<file path="src/rtl/hilo_mult_ctrl_pkg.sv">
// HI/LO controller shared types: op encodings, FSM states, widths.
// Imported by the controller, its interface and the bench.
package hilo_mult_ctrl_pkg;

   localparam int DATA_W = 32;
   localparam int OP_W   = 3;

   typedef enum logic [OP_W-1:0] {
      OP_NOP   = 3'd0,
      OP_MULT  = 3'd1,
      OP_MULTU = 3'd2,
      OP_MFHI  = 3'd3,
      OP_MFLO  = 3'd4,
      OP_MTHI  = 3'd5,
      OP_MTLO  = 3'd6
   } op_e;

   typedef enum logic {
      S_IDLE = 1'b0,
      S_BUSY = 1'b1
   } state_e;

   function automatic logic is_mult(op_e t);
      return (t == OP_MULT) || (t == OP_MULTU);
   endfunction

   function automatic logic is_mf(op_e t);
      return (t == OP_MFHI) || (t == OP_MFLO);
   endfunction

endpackage

</file>
<file path="src/rtl/hilo_mult_ctrl_if.sv">
// EXE-stage HI/LO op handshake: pipeline (master) to controller (slave).
// op_ready low stalls EXE; rdata/rvalid return MFHI/MFLO results.
interface hilo_mult_ctrl_if;
   import hilo_mult_ctrl_pkg::*;

   logic              op_valid;
   op_e               op_type;
   logic [DATA_W-1:0] op_a;
   logic [DATA_W-1:0] op_b;
   logic              op_ready;
   logic [DATA_W-1:0] rdata;
   logic              rvalid;

   modport master (
      output op_valid, op_type, op_a, op_b,
      input  op_ready, rdata, rvalid
   );

   modport slave (
      input  op_valid, op_type, op_a, op_b,
      output op_ready, rdata, rvalid
   );

endinterface

</file>
<file path="src/rtl/hilo_mult_ctrl.sv">
// HI/LO register pair and launch/capture control for the iterative
// multiplier; stalls EXE while a multiply is in flight.
module hilo_mult_ctrl
   import hilo_mult_ctrl_pkg::*;
(
   input  logic                clk,
   input  logic                resetn,
   input  logic                cancel,
   hilo_mult_ctrl_if.slave     op,
   output logic                mult_begin,
   output logic                mult_sign,
   output logic [DATA_W-1:0]   mult_op1,
   output logic [DATA_W-1:0]   mult_op2,
   input  logic [2*DATA_W-1:0] mult_product,
   input  logic                mult_end,
   output logic [DATA_W-1:0]   hi,
   output logic [DATA_W-1:0]   lo,
   output logic                busy
);

   state_e            state;
   state_e            state_nxt;
   logic              accept;
   logic              launch;
   logic              hi_we;
   logic              lo_we;
   logic [DATA_W-1:0] hi_d;
   logic [DATA_W-1:0] lo_d;

   // A cancel in IDLE blocks acceptance so a flushed op leaves no trace.
   assign op.op_ready = (state == S_IDLE) & ~cancel;
   assign accept      = op.op_valid & op.op_ready;
   assign launch      = accept & is_mult(op.op_type);

   assign op.rvalid   = accept & is_mf(op.op_type);
   assign op.rdata    = (op.op_type == OP_MFHI) ? hi : lo;

   assign busy        = (state == S_BUSY);
   assign mult_begin  = busy;

   always_comb begin
      state_nxt = state;
      unique case (state)
         S_IDLE: if (launch) state_nxt = S_BUSY;
         S_BUSY: if (cancel || mult_end) state_nxt = S_IDLE;
         default: state_nxt = S_IDLE;
      endcase
   end

   // Cancel beats a coincident mult_end: the product is discarded.
   always_comb begin
      hi_we = 1'b0;
      lo_we = 1'b0;
      hi_d  = op.op_a;
      lo_d  = op.op_a;
      if (busy && mult_end && !cancel) begin
         hi_we = 1'b1;
         lo_we = 1'b1;
         hi_d  = mult_product[2*DATA_W-1:DATA_W];
         lo_d  = mult_product[DATA_W-1:0];
      end else if (accept) begin
         unique case (1'b1)
            (op.op_type == OP_MTHI): hi_we = 1'b1;
            (op.op_type == OP_MTLO): lo_we = 1'b1;
            default: ;
         endcase
      end
   end

   always_ff @(posedge clk or negedge resetn) begin
      if (!resetn) begin
         state     <= S_IDLE;
         hi        <= '0;
         lo        <= '0;
         mult_op1  <= '0;
         mult_op2  <= '0;
         mult_sign <= 1'b0;
      end else begin
         state <= state_nxt;
         if (launch) begin
            mult_op1  <= op.op_a;
            mult_op2  <= op.op_b;
            mult_sign <= (op.op_type == OP_MULT);
         end
         if (hi_we) hi <= hi_d;
         if (lo_we) lo <= lo_d;
      end
   end

endmodule

</file>
<file path="src/flat_wrapper.sv">
// flat-port wrapper written by rule: the top's interface ports become plain ports
module hilo_mult_ctrl_flat import hilo_mult_ctrl_pkg::*;
  (clk, resetn, cancel, mult_begin, mult_sign, mult_op1, mult_op2, mult_product, mult_end, hi, lo, busy, op_op_valid, op_op_type, op_op_a, op_op_b, op_op_ready, op_rdata, op_rvalid);
  hilo_mult_ctrl_if op_i ();
  input  logic clk;
  input  logic resetn;
  input  logic cancel;
  output logic mult_begin;
  output logic mult_sign;
  output logic [DATA_W-1:0] mult_op1;
  output logic [DATA_W-1:0] mult_op2;
  input  logic [2*DATA_W-1:0] mult_product;
  input  logic mult_end;
  output logic [DATA_W-1:0] hi;
  output logic [DATA_W-1:0] lo;
  output logic busy;
  input wire logic [$bits(op_i.op_valid)-1:0] op_op_valid;
  input wire logic [$bits(op_i.op_type)-1:0] op_op_type;
  input wire logic [$bits(op_i.op_a)-1:0] op_op_a;
  input wire logic [$bits(op_i.op_b)-1:0] op_op_b;
  output wire logic [$bits(op_i.op_ready)-1:0] op_op_ready;
  output wire logic [$bits(op_i.rdata)-1:0] op_rdata;
  output wire logic [$bits(op_i.rvalid)-1:0] op_rvalid;
  assign op_i.op_valid = op_op_valid;
  assign op_i.op_type = op_op_type;
  assign op_i.op_a = op_op_a;
  assign op_i.op_b = op_op_b;
  assign op_op_ready = op_i.op_ready;
  assign op_rdata = op_i.rdata;
  assign op_rvalid = op_i.rvalid;
  hilo_mult_ctrl u_core (.clk(clk), .resetn(resetn), .cancel(cancel), .op(op_i), .mult_begin(mult_begin), .mult_sign(mult_sign), .mult_op1(mult_op1), .mult_op2(mult_op2), .mult_product(mult_product), .mult_end(mult_end), .hi(hi), .lo(lo), .busy(busy));
endmodule
</file>
<file path="config.mk">
export PLATFORM = sky130hd
export DESIGN_NAME = hilo_mult_ctrl_flat
export DESIGN_NICKNAME = d
export VERILOG_FILES = /design/src/rtl/hilo_mult_ctrl_pkg.sv /design/src/rtl/hilo_mult_ctrl_if.sv /design/src/rtl/hilo_mult_ctrl.sv /design/src/flat_wrapper.sv
export SDC_FILE = /design/constraint.sdc
export NUM_CORES = 1
export LEC_CHECK = 0
export ABC_AREA = 0
export CORE_MARGIN = 5
export CORE_UTILIZATION = 38
export CTS_BUF_LIST = sky130_fd_sc_hd__clkbuf_4
export DETAILED_ROUTE_END_ITERATION = 10
export MAX_ROUTING_LAYER = met4
export PLACE_DENSITY = 0.78
export SLEW_MARGIN = 5
export SYNTH_ARGS = -nofsm -noshare
export SYNTH_HDL_FRONTEND = slang
export SYNTH_SLANG_ARGS = --single-unit
export TNS_END_PERCENT = 10
</file>
<file path="constraint.sdc">
create_clock -name clk -period 2.8 [get_ports clk]
set_input_delay 0.84 -clock clk [delete_from_list [all_inputs] [get_ports clk]]
set_output_delay 0.84 -clock clk [all_outputs]
set_load 0.005 [all_outputs]
</file>
Word level (Yosys, flattened, before mapping)
Index checks and enable logic that the tools add are counted.
{"block": "classes", "n_eq_ne": 6, "n_mux": 12, "n_bitwise": 6, "n_reduce_logical": 6}
{"op": "$mux 32", "n": 3}
{"op": "$eq 3x3->1 const B", "n": 3}
{"op": "$mux 1", "n": 8}
{"op": "$eq 3x2->1 const B", "n": 2}
{"op": "$and 1x1->1", "n": 4}
{"op": "$eq 3x1->1 const B", "n": 1}
{"op": "$logic_or 1x1->1", "n": 3}
{"op": "$logic_and 1x1->1", "n": 2}
{"op": "$not 1->1", "n": 2}
{"op": "$pmux 1 s2", "n": 1}
{"op": "$logic_not 1->1", "n": 1}
{"block": "word_totals", "word_cells": 36, "ff_bits": 130, "in_bits": 136}

Depth between registers and ports, before layout
Gate-level depths: netlist (run 1).
{"block": "logic_depth", "ltp_word": 6, "depth_mapped": 6}

Least setup slack after synthesis (run 1)
No wires, ideal clock.
{"block": "synth_timing", "kind": "input to output", "startpoint": "input port op_op_type[2]", "endpoint": "output port op_rdata[22]", "arrival_time_ns": 1.936, "setup_slack_ns": 0.024, "cell_stages": 4, "n_path_buf": 2, "path_cell_list": "buf_2 > nand3b_1 > clkbuf_1 > mux2_2"}
{"block": "synth_between", "elab_chain_cells": 2}
{"element": "start, declared", "line": "flat_wrapper.sv:18", "text": "input wire logic [$bits(op_i.op_type)-1:0] op_op_type;"}
{"element": "$eq 3x2->1", "line": "hilo_mult_ctrl.sv:36", "text": "assign op.rdata = (op.op_type == OP_MFHI) ? hi : lo;"}
{"element": "$mux 32", "line": "hilo_mult_ctrl.sv:36"}
{"element": "end, declared", "line": "flat_wrapper.sv:22", "text": "output wire logic [$bits(op_i.rdata)-1:0] op_rdata;"}
No other way between the ends.

Worst setup path after layout (run 1)
{"block": "layout_timing", "startpoint": "input port op_op_type[2]", "endpoint": "output port op_rdata[6]"}
The elaborated chain is that of the path after synthesis.

==> flow_summary.yaml, run 1 <==
run_status:
  failing_checks: "setup timing"
  outcome: "finished with violations"
detailed_routing:
  drcViolationCount: 0
  detail_route.iter0.violations: 441
  drt.antenna.violating_nets: 0
  wl_per_cell_microns: 21.4
  drt_pre_antenna_iters: 6
  route.final.wire_length_microns: 23300
  count_of_vias_placed_by_the_detailed_router: 6072
  vias_per_inst: 5.57
setup_path:
  critPathCaptureType: "output port"
  critPathKind: "input pin to output port"
  worst_ep_arrival_time_ps: 1960
  data_required_time_at_the_worst_endpoint_ps: 1960
  critical_path.startpoint_type: "input pin"
  worst-r2r-cell-count: 5
  worst-path-max-fanout: 7
yosys:
  synthDominantAreaCellType: "dfrtp_1"
  area_share_of_and_or_nand_nor_cells_after_synthesis: 0.0553
  synthXorXnorAreaFrac: 0.00142
  synth_compound_area_frac: 0.195
  synth-seq-cells: 130
  synthesis.area_per_instance_sq_um: 11.0
  syn-cell-area_sq_um: 6170
  netlist-cell-type-count: 21
  gate_count_after_technology_mapping: 560
  postSynthNetCount: 696
  synth_mux_area_frac: 0.177
  area_fraction_of_the_dominant_cell_type_after_synthesis: 0.527
  synth_sequential_area_ratio: 0.527
  adder_and_majority_cell_fraction_of_the_synthesized_area: 0
  yosys_warnings: 0
  synth.area.top_cells: "dfrtp_1, mux2_2, a41oi_1, mux2_1, a21oi_1"
  synth_top_family_by_area: "compound AO/OA/AOI/OAI gates"
die:
  fp-row-count: 46
  fp.dieW_microns: 137
  die_area_sq_um: 18900
  die_h_microns: 137
  io-pin-count: 301
  core_region_area_sq_um: 15900
  initial_core_util: 0.389
sta:
  final-hold-violation-count: 0
  finClkSkew_ps: 20.2
  setup_ws_ps: -2.48
  tightestPinTransition_ps: 657
  max_slew_margin: 0.562
  setup_viol: 2
  final_period_minus_worst_setup_slack_ps: 2800
  maxSlewViolCount: 0
  setup_repair_after_global_routing_missed_its_margin: "yes"
  fmax_mhz: 357
  fin_worst_hold_slack_ps: 138
  final.period_utilization: 1.00
placed_design:
  finalWeightedCongestion: 0.822
  place.detailed.hpwl_microns: 16100
  dpl-instance-area_sq_um: 9510
  port-buffer-count: 300
grt:
  grt_pass1_wl_microns: 35600
  via_count_of_the_first_global_routing_pass: 6245
  antenna_found_initial: 0
  groute.usage.overall: 0.254
  grt_start_max_net_pins: 66
  gr-total-overflow: 0
power_and_ir_drop:
  power.clock.fraction: 0.209
  power.ir.vdd_worst_uv: 392
  p_sw_frac: 0.292
  p_int_w: 0.00485
  seq_power_share: 0.412
  power.switching_w: 0.00200
  share_comb_of_total_power: 0.379
  p_leak_nw: 4.05
  p_total_w: 0.00685
  power_density_over_the_cells_nw_per_um2: 689
layout:
  design.final.nets: 997
  drive_gt1_frac: 0.185
  areaGrowthSynthToFinish_pct: 60.9
  final_area_sq_um: 9930
  antennaDiodeCount: 0
  layout.core_utilization: 0.625
clock_network:
  clock_tree.htree_level_count: 4
  insertion_delay_ps: 530
  cts_tree: "done"
  clk_pin_slew_worst_paths_ps: 110
  cts_hold_buffers: 0
  cts_num_sinks: 130
  cts_buffer_depth: 2
  cts_buffers: 17
  clockRootBuffer: "clkbuf_4"
flow_run:
  cap_violations: 0
hold_path:
  timing.hold.worst.class: "input pin to async pin"
[what timing repair did]
| action | in CTS | in global routing |
|---|---|---|
| resized for setup | 137 | 12 |
| gates cloned | 2 | 0 |
| buffers inserted | 10 | 0 |
| setup endpoints to repair | 34 | 28 |
| pin swaps | 2 | 0 |
[per-layer routing]
| metal | vias up | global-route usage | wire [microns] |
|---|---|---|---|
| met2 | 325 | 0.406 | 11500 |
| met4 | 0 | 0.0865 | 561 |
| met5 | - | - | 0 |
| met1 | 3006 | 0.314 | 9320 |
| li1 | 2698 | - | - |
| met3 | 43 | 0.0632 | 1960 |
[kinds of logic (layout without fill, tap and decap cells)]
logic type             count (synthesis)  count (layout)
AO/OA/AOI/OAI                        193             193
XOR/XNOR                               1               1
buffers and inverters                 61             375
flip-flops                           130             130
multiplexers                          97              97
AND/OR/NAND/NOR                       78              78
[state kept, by name, summed over array words and instances (netlist names)]
register,flops
u_core.busy,1
u_core.lo,32
u_core.hi,32
u_core.mult_op1,32
u_core.mult_sign,1
u_core.mult_op2,32
[final cells by class]
class	instances	area (sq um)
multi-input cells	369	2710
clock inverters	15	189
well taps	216	270
clock buffers	17	128
flip-flops and latches	130	3250
fillers	1313	5950
repair buffers	343	3380
[cells in the final DEF, fill, tap and decap left out, types with 2 or more instances in the layout]
cell type / synthesis / layout
clkbuf_2: 0 / 5
dlygate4sd2_1: 0 / 2
nand3b_1: 4 / 4
buf_4: 2 / 32
clkinv_1: 0 / 3
nor2b_4: 0 / 2
mux2_2: 53 / 46
buf_2: 5 / 11
inv_6: 0 / 2
bufinv_16: 0 / 4
a21oi_1: 65 / 64
a41oi_1: 64 / 64
mux2_4: 0 / 7
mux2_1: 44 / 44
buf_6: 4 / 16
dfrtp_1: 130 / 130
nor2_1: 65 / 65
clkdlybuf4s15_1: 0 / 7
clkbuf_4: 0 / 17
buf_12: 0 / 7
clkinv_4: 0 / 2
o21ai_0: 64 / 64
clkinv_2: 0 / 3
clkdlybuf4s50_1: 0 / 261
[synthesized netlist by cell type]
library cell	instances
a21oi_1	65
a41oi_1	64
and3b_1	1
buf_1	1
buf_2	5
buf_4	2
buf_6	4
clkbuf_1	49
dfrtp_1	130
mux2_1	44
mux2_2	53
nand2b_1	1
nand3b_1	4
nor2_1	65
nor2b_1	2
nor3_2	1
nor3b_1	2
o21ai_0	64
or2_1	1
or3b_1	1
xnor2_1	1
[metrics by stage]
stage	TNS (ps)	cells	worst slack (ps)
after floorplan	0	560	24.4
after global placement	-50080	1047	-625
after detailed placement	-53240	1047	-660
after CTS	-148	1091	-24.0
after global routing	-450	1090	-49.0
final	-3.09	1090	-2.48
[worst max-delay path: stages]
cell	delay [ps]
buf_8	110
nand3b_1	180
buf_6	160
buf_12	140
buf_4	130
mux2_2	270
buf_6	120
[power by group through the flow]
| stage | Clock [W] | Combinational [W] | Sequential (W) |
|---|---|---|---|
| after floorplan | 0 | 0.000714 | 0.00280 |
| after global placement | 0 | 0.00259 | 0.00284 |
| after detailed placement | 0 | 0.00264 | 0.00285 |
| after CTS | 0.00148 | 0.00261 | 0.00283 |
| after global routing | 0.00156 | 0.00280 | 0.00290 |
| final | 0.00143 | 0.00259 | 0.00282 |
[worst paths after layout]
| path | to | startpoint | slack, ps |
|---|---|---|---|
| hold reg to reg | u_core.mult_op2[0]$_DFFE_PN0P_ | u_core.mult_op2[0]$_DFFE_PN0P_ | 500 |
| setup reg to reg | u_core.mult_op2[19]$_DFFE_PN0P_ | u_core.busy$_DFF_PN0_ | 490 |
| setup / recovery | op_rdata[6] | op_op_type[2] | -2 |
| hold / removal | u_core.mult_op2[7]$_DFFE_PN0P_ | resetn | 140 |
| max in group asynchronous | u_core.hi[4]$_DFFE_PN0P_ | resetn | 2080 |
| min in group clk | u_core.mult_op2[0]$_DFFE_PN0P_ | u_core.mult_op2[0]$_DFFE_PN0P_ | 500 |
No activity file was read; power rests on OpenSTA's default activity.
==> run 2, diff against run 1 <==
--- a/config.mk
+++ b/config.mk
@@ -12,6 +12,7 @@
 export DETAILED_ROUTE_END_ITERATION = 10
 export MAX_ROUTING_LAYER = met4
 export PLACE_DENSITY = 0.78
+export SETUP_SLACK_MARGIN = 0.02
 export SLEW_MARGIN = 5
 export SYNTH_ARGS = -nofsm -noshare
 export SYNTH_HDL_FRONTEND = slang
==> run 2 against run 1 <==
The run now ends clean. Cell area hardly changed. Hold slack better by 3.4 ps. Clock power hardly changed. Global-route usage hardly changed. Routed wire length is 0.50% higher. Combinational power hardly changed. Critical path depth stayed put. Total power hardly changed. Utilization hardly changed. Setup slack better by 8.4 ps. Sequential power hardly changed. Sequential share of layout area hardly changed. Critical endpoint is now op_rdata[11]. Highest routed layer unchanged.
==> flow_summary.yaml, run 2 (synthesis gave the netlist of run 1 again) <==
placed_design:
  place.detailed.hpwl_microns: 16100
  dpl-instance-area_sq_um: 9510
  finalWeightedCongestion: 0.822
  port-buffer-count: 300
layout:
  antennaDiodeCount: 0
  ff_latch_area_sq_um: 3250
  areaGrowthSynthToFinish_pct: 60.9
  final_area_sq_um: 9940
  drive_gt1_frac: 0.190
  design.final.nets: 998
  fill_cells: 1313
  layout.cells.most_common: "clkdlybuf4s50_1"
  combined_area_of_the_multi_input_logic_cells_sq_um: 2710
  layout.core_utilization: 0.625
  mostFrequentLayoutCells: "clkdlybuf4s50_1, dfrtp_1, nor2_1"
grt:
  grt_start_max_net_pins: 66
  via_count_of_the_first_global_routing_pass: 6256
  antenna_found_initial: 0
  groute.usage.overall: 0.254
  grt_pass1_wl_microns: 35700
  gr-total-overflow: 0
die:
  fp-row-count: 46
  die_h_microns: 137
  io-pin-count: 301
  fp.dieW_microns: 137
  initial_core_util: 0.389
  core_region_area_sq_um: 15900
  die_area_sq_um: 18900
sta:
  max_slew_margin: 0.565
  final-hold-violation-count: 0
  setup_repair_after_global_routing_missed_its_margin: "yes"
  final_period_minus_worst_setup_slack_ps: 2790
  setup_viol: 0
  fmax_mhz: 358
  tightestPinTransition_ps: 653
  maxSlewViolCount: 0
  finClkSkew_ps: 18.7
  final.period_utilization: 0.998
detailed_routing:
  drt_pre_antenna_iters: 5
  count_of_vias_placed_by_the_detailed_router: 6072
  drcViolationCount: 0
  vias_per_inst: 5.57
  route.final.wire_length_microns: 23400
  detail_route.iter0.violations: 456
  wl_per_cell_microns: 21.5
  drt.antenna.violating_nets: 0
clock_network:
  clockRootBuffer: "clkbuf_4"
  clock_tree.htree_level_count: 4
  cts_tree: "done"
  insertion_delay_ps: 520
  cts_buffers: 17
  cts_hold_buffers: 0
  clk_pin_slew_worst_paths_ps: 120
  cts_num_sinks: 130
  cts_buffer_depth: 2
run_status:
  outcome: "finished, final reports clean"
power_and_ir_drop:
  power_density_over_the_cells_nw_per_um2: 689
  power.ir.vdd_worst_uv: 395
  p_leak_nw: 4.06
setup_path:
  timing.critical_path.from: "op_op_type[2]"
  timing.rr.start: "u_core.busy$_DFF_PN0_"
  data_required_time_at_the_worst_endpoint_ps: 1960
  critPathKind: "input pin to output port"
  worst-path-max-fanout: 7
  critPathCaptureType: "output port"
  worst_ep_arrival_time_ps: 1950
  critical_path.startpoint_type: "input pin"
hold_path:
  timing.hold.worst.class: "input pin to async pin"
flow_run:
  cap_violations: 0
run 2: cell types whose count changed in the layout (fill, tap and decap cells not counted):
cell / change
clkbuf_2: +3
clkdlybuf4s15_1: -3
buf_6: +2
buf_4: -1
mux2_2: -1
mux2_4: +1
run 2: cell type report:
type                       count  area share
timing repair buffer         344       0.341
clock inverter                15      0.0190
clock buffer                  17      0.0128
sequential                   130       0.327
tap                          216      0.0272
multi-input combinational    369       0.273
run 2: critical path, stage by stage:
cell      delay [ps]
buf_8            100
nand3b_1         180
buf_6            160
buf_12           140
buf_6            110
mux2_4           290
buf_6            120
run 2: where the power goes:
group	internal, W	switching, W
clock network	0.000703	0.000732
logic	0.00172	0.000871
registers	0.00242	0.000401
run 2: what timing repair did:
action                                  CTS  global route
setup buffers                            11             0
gates resized for setup                 143            12
pin swaps                                 2             0
gates cloned                              2             0
endpoints found under the setup margin   34            32
run 2: path summary, 6_finish.rpt:
check	endpoint	slack, ps	cells after the start
min reg2reg	u_core.mult_op2[0]$_DFFE_PN0P_	500	1
min in group clk	u_core.mult_op2[0]$_DFFE_PN0P_	500	1
min	u_core.mult_op2[4]$_DFFE_PN0P_	140	1
max	op_rdata[11]	6	7
max in group asynchronous	u_core.lo[1]$_DFFE_PN0P_	2070	2
max reg2reg	u_core.mult_op2[19]$_DFFE_PN0P_	510	5
run 2: metal layers:
metal / part of all wire / global-route usage / vias up / wire [microns]
li1: - / - / 2698 / -
met3: 0.094 / 0.0639 / 50 / 2200
met5: 0 / - / - / 0
met2: 0.49 / 0.405 / 362 / 11500
met1: 0.39 / 0.315 / 2962 / 9160
met4: 0.027 / 0.0887 / 0 / 626
run 2: through the flow:
stage               instances  power [W]  hold WS (ps)  TNS (ps)  setup WS, ps
floorplan                 560    0.00351           483         0          24.4
global placement         1047    0.00542           466    -50080          -625
detailed placement       1047    0.00550           474    -53240          -660
CTS                      1092    0.00694          78.3     -70.5         -13.0
global route             1091    0.00726          73.6      -289         -33.7
finish                   1091    0.00685           141         0          5.96
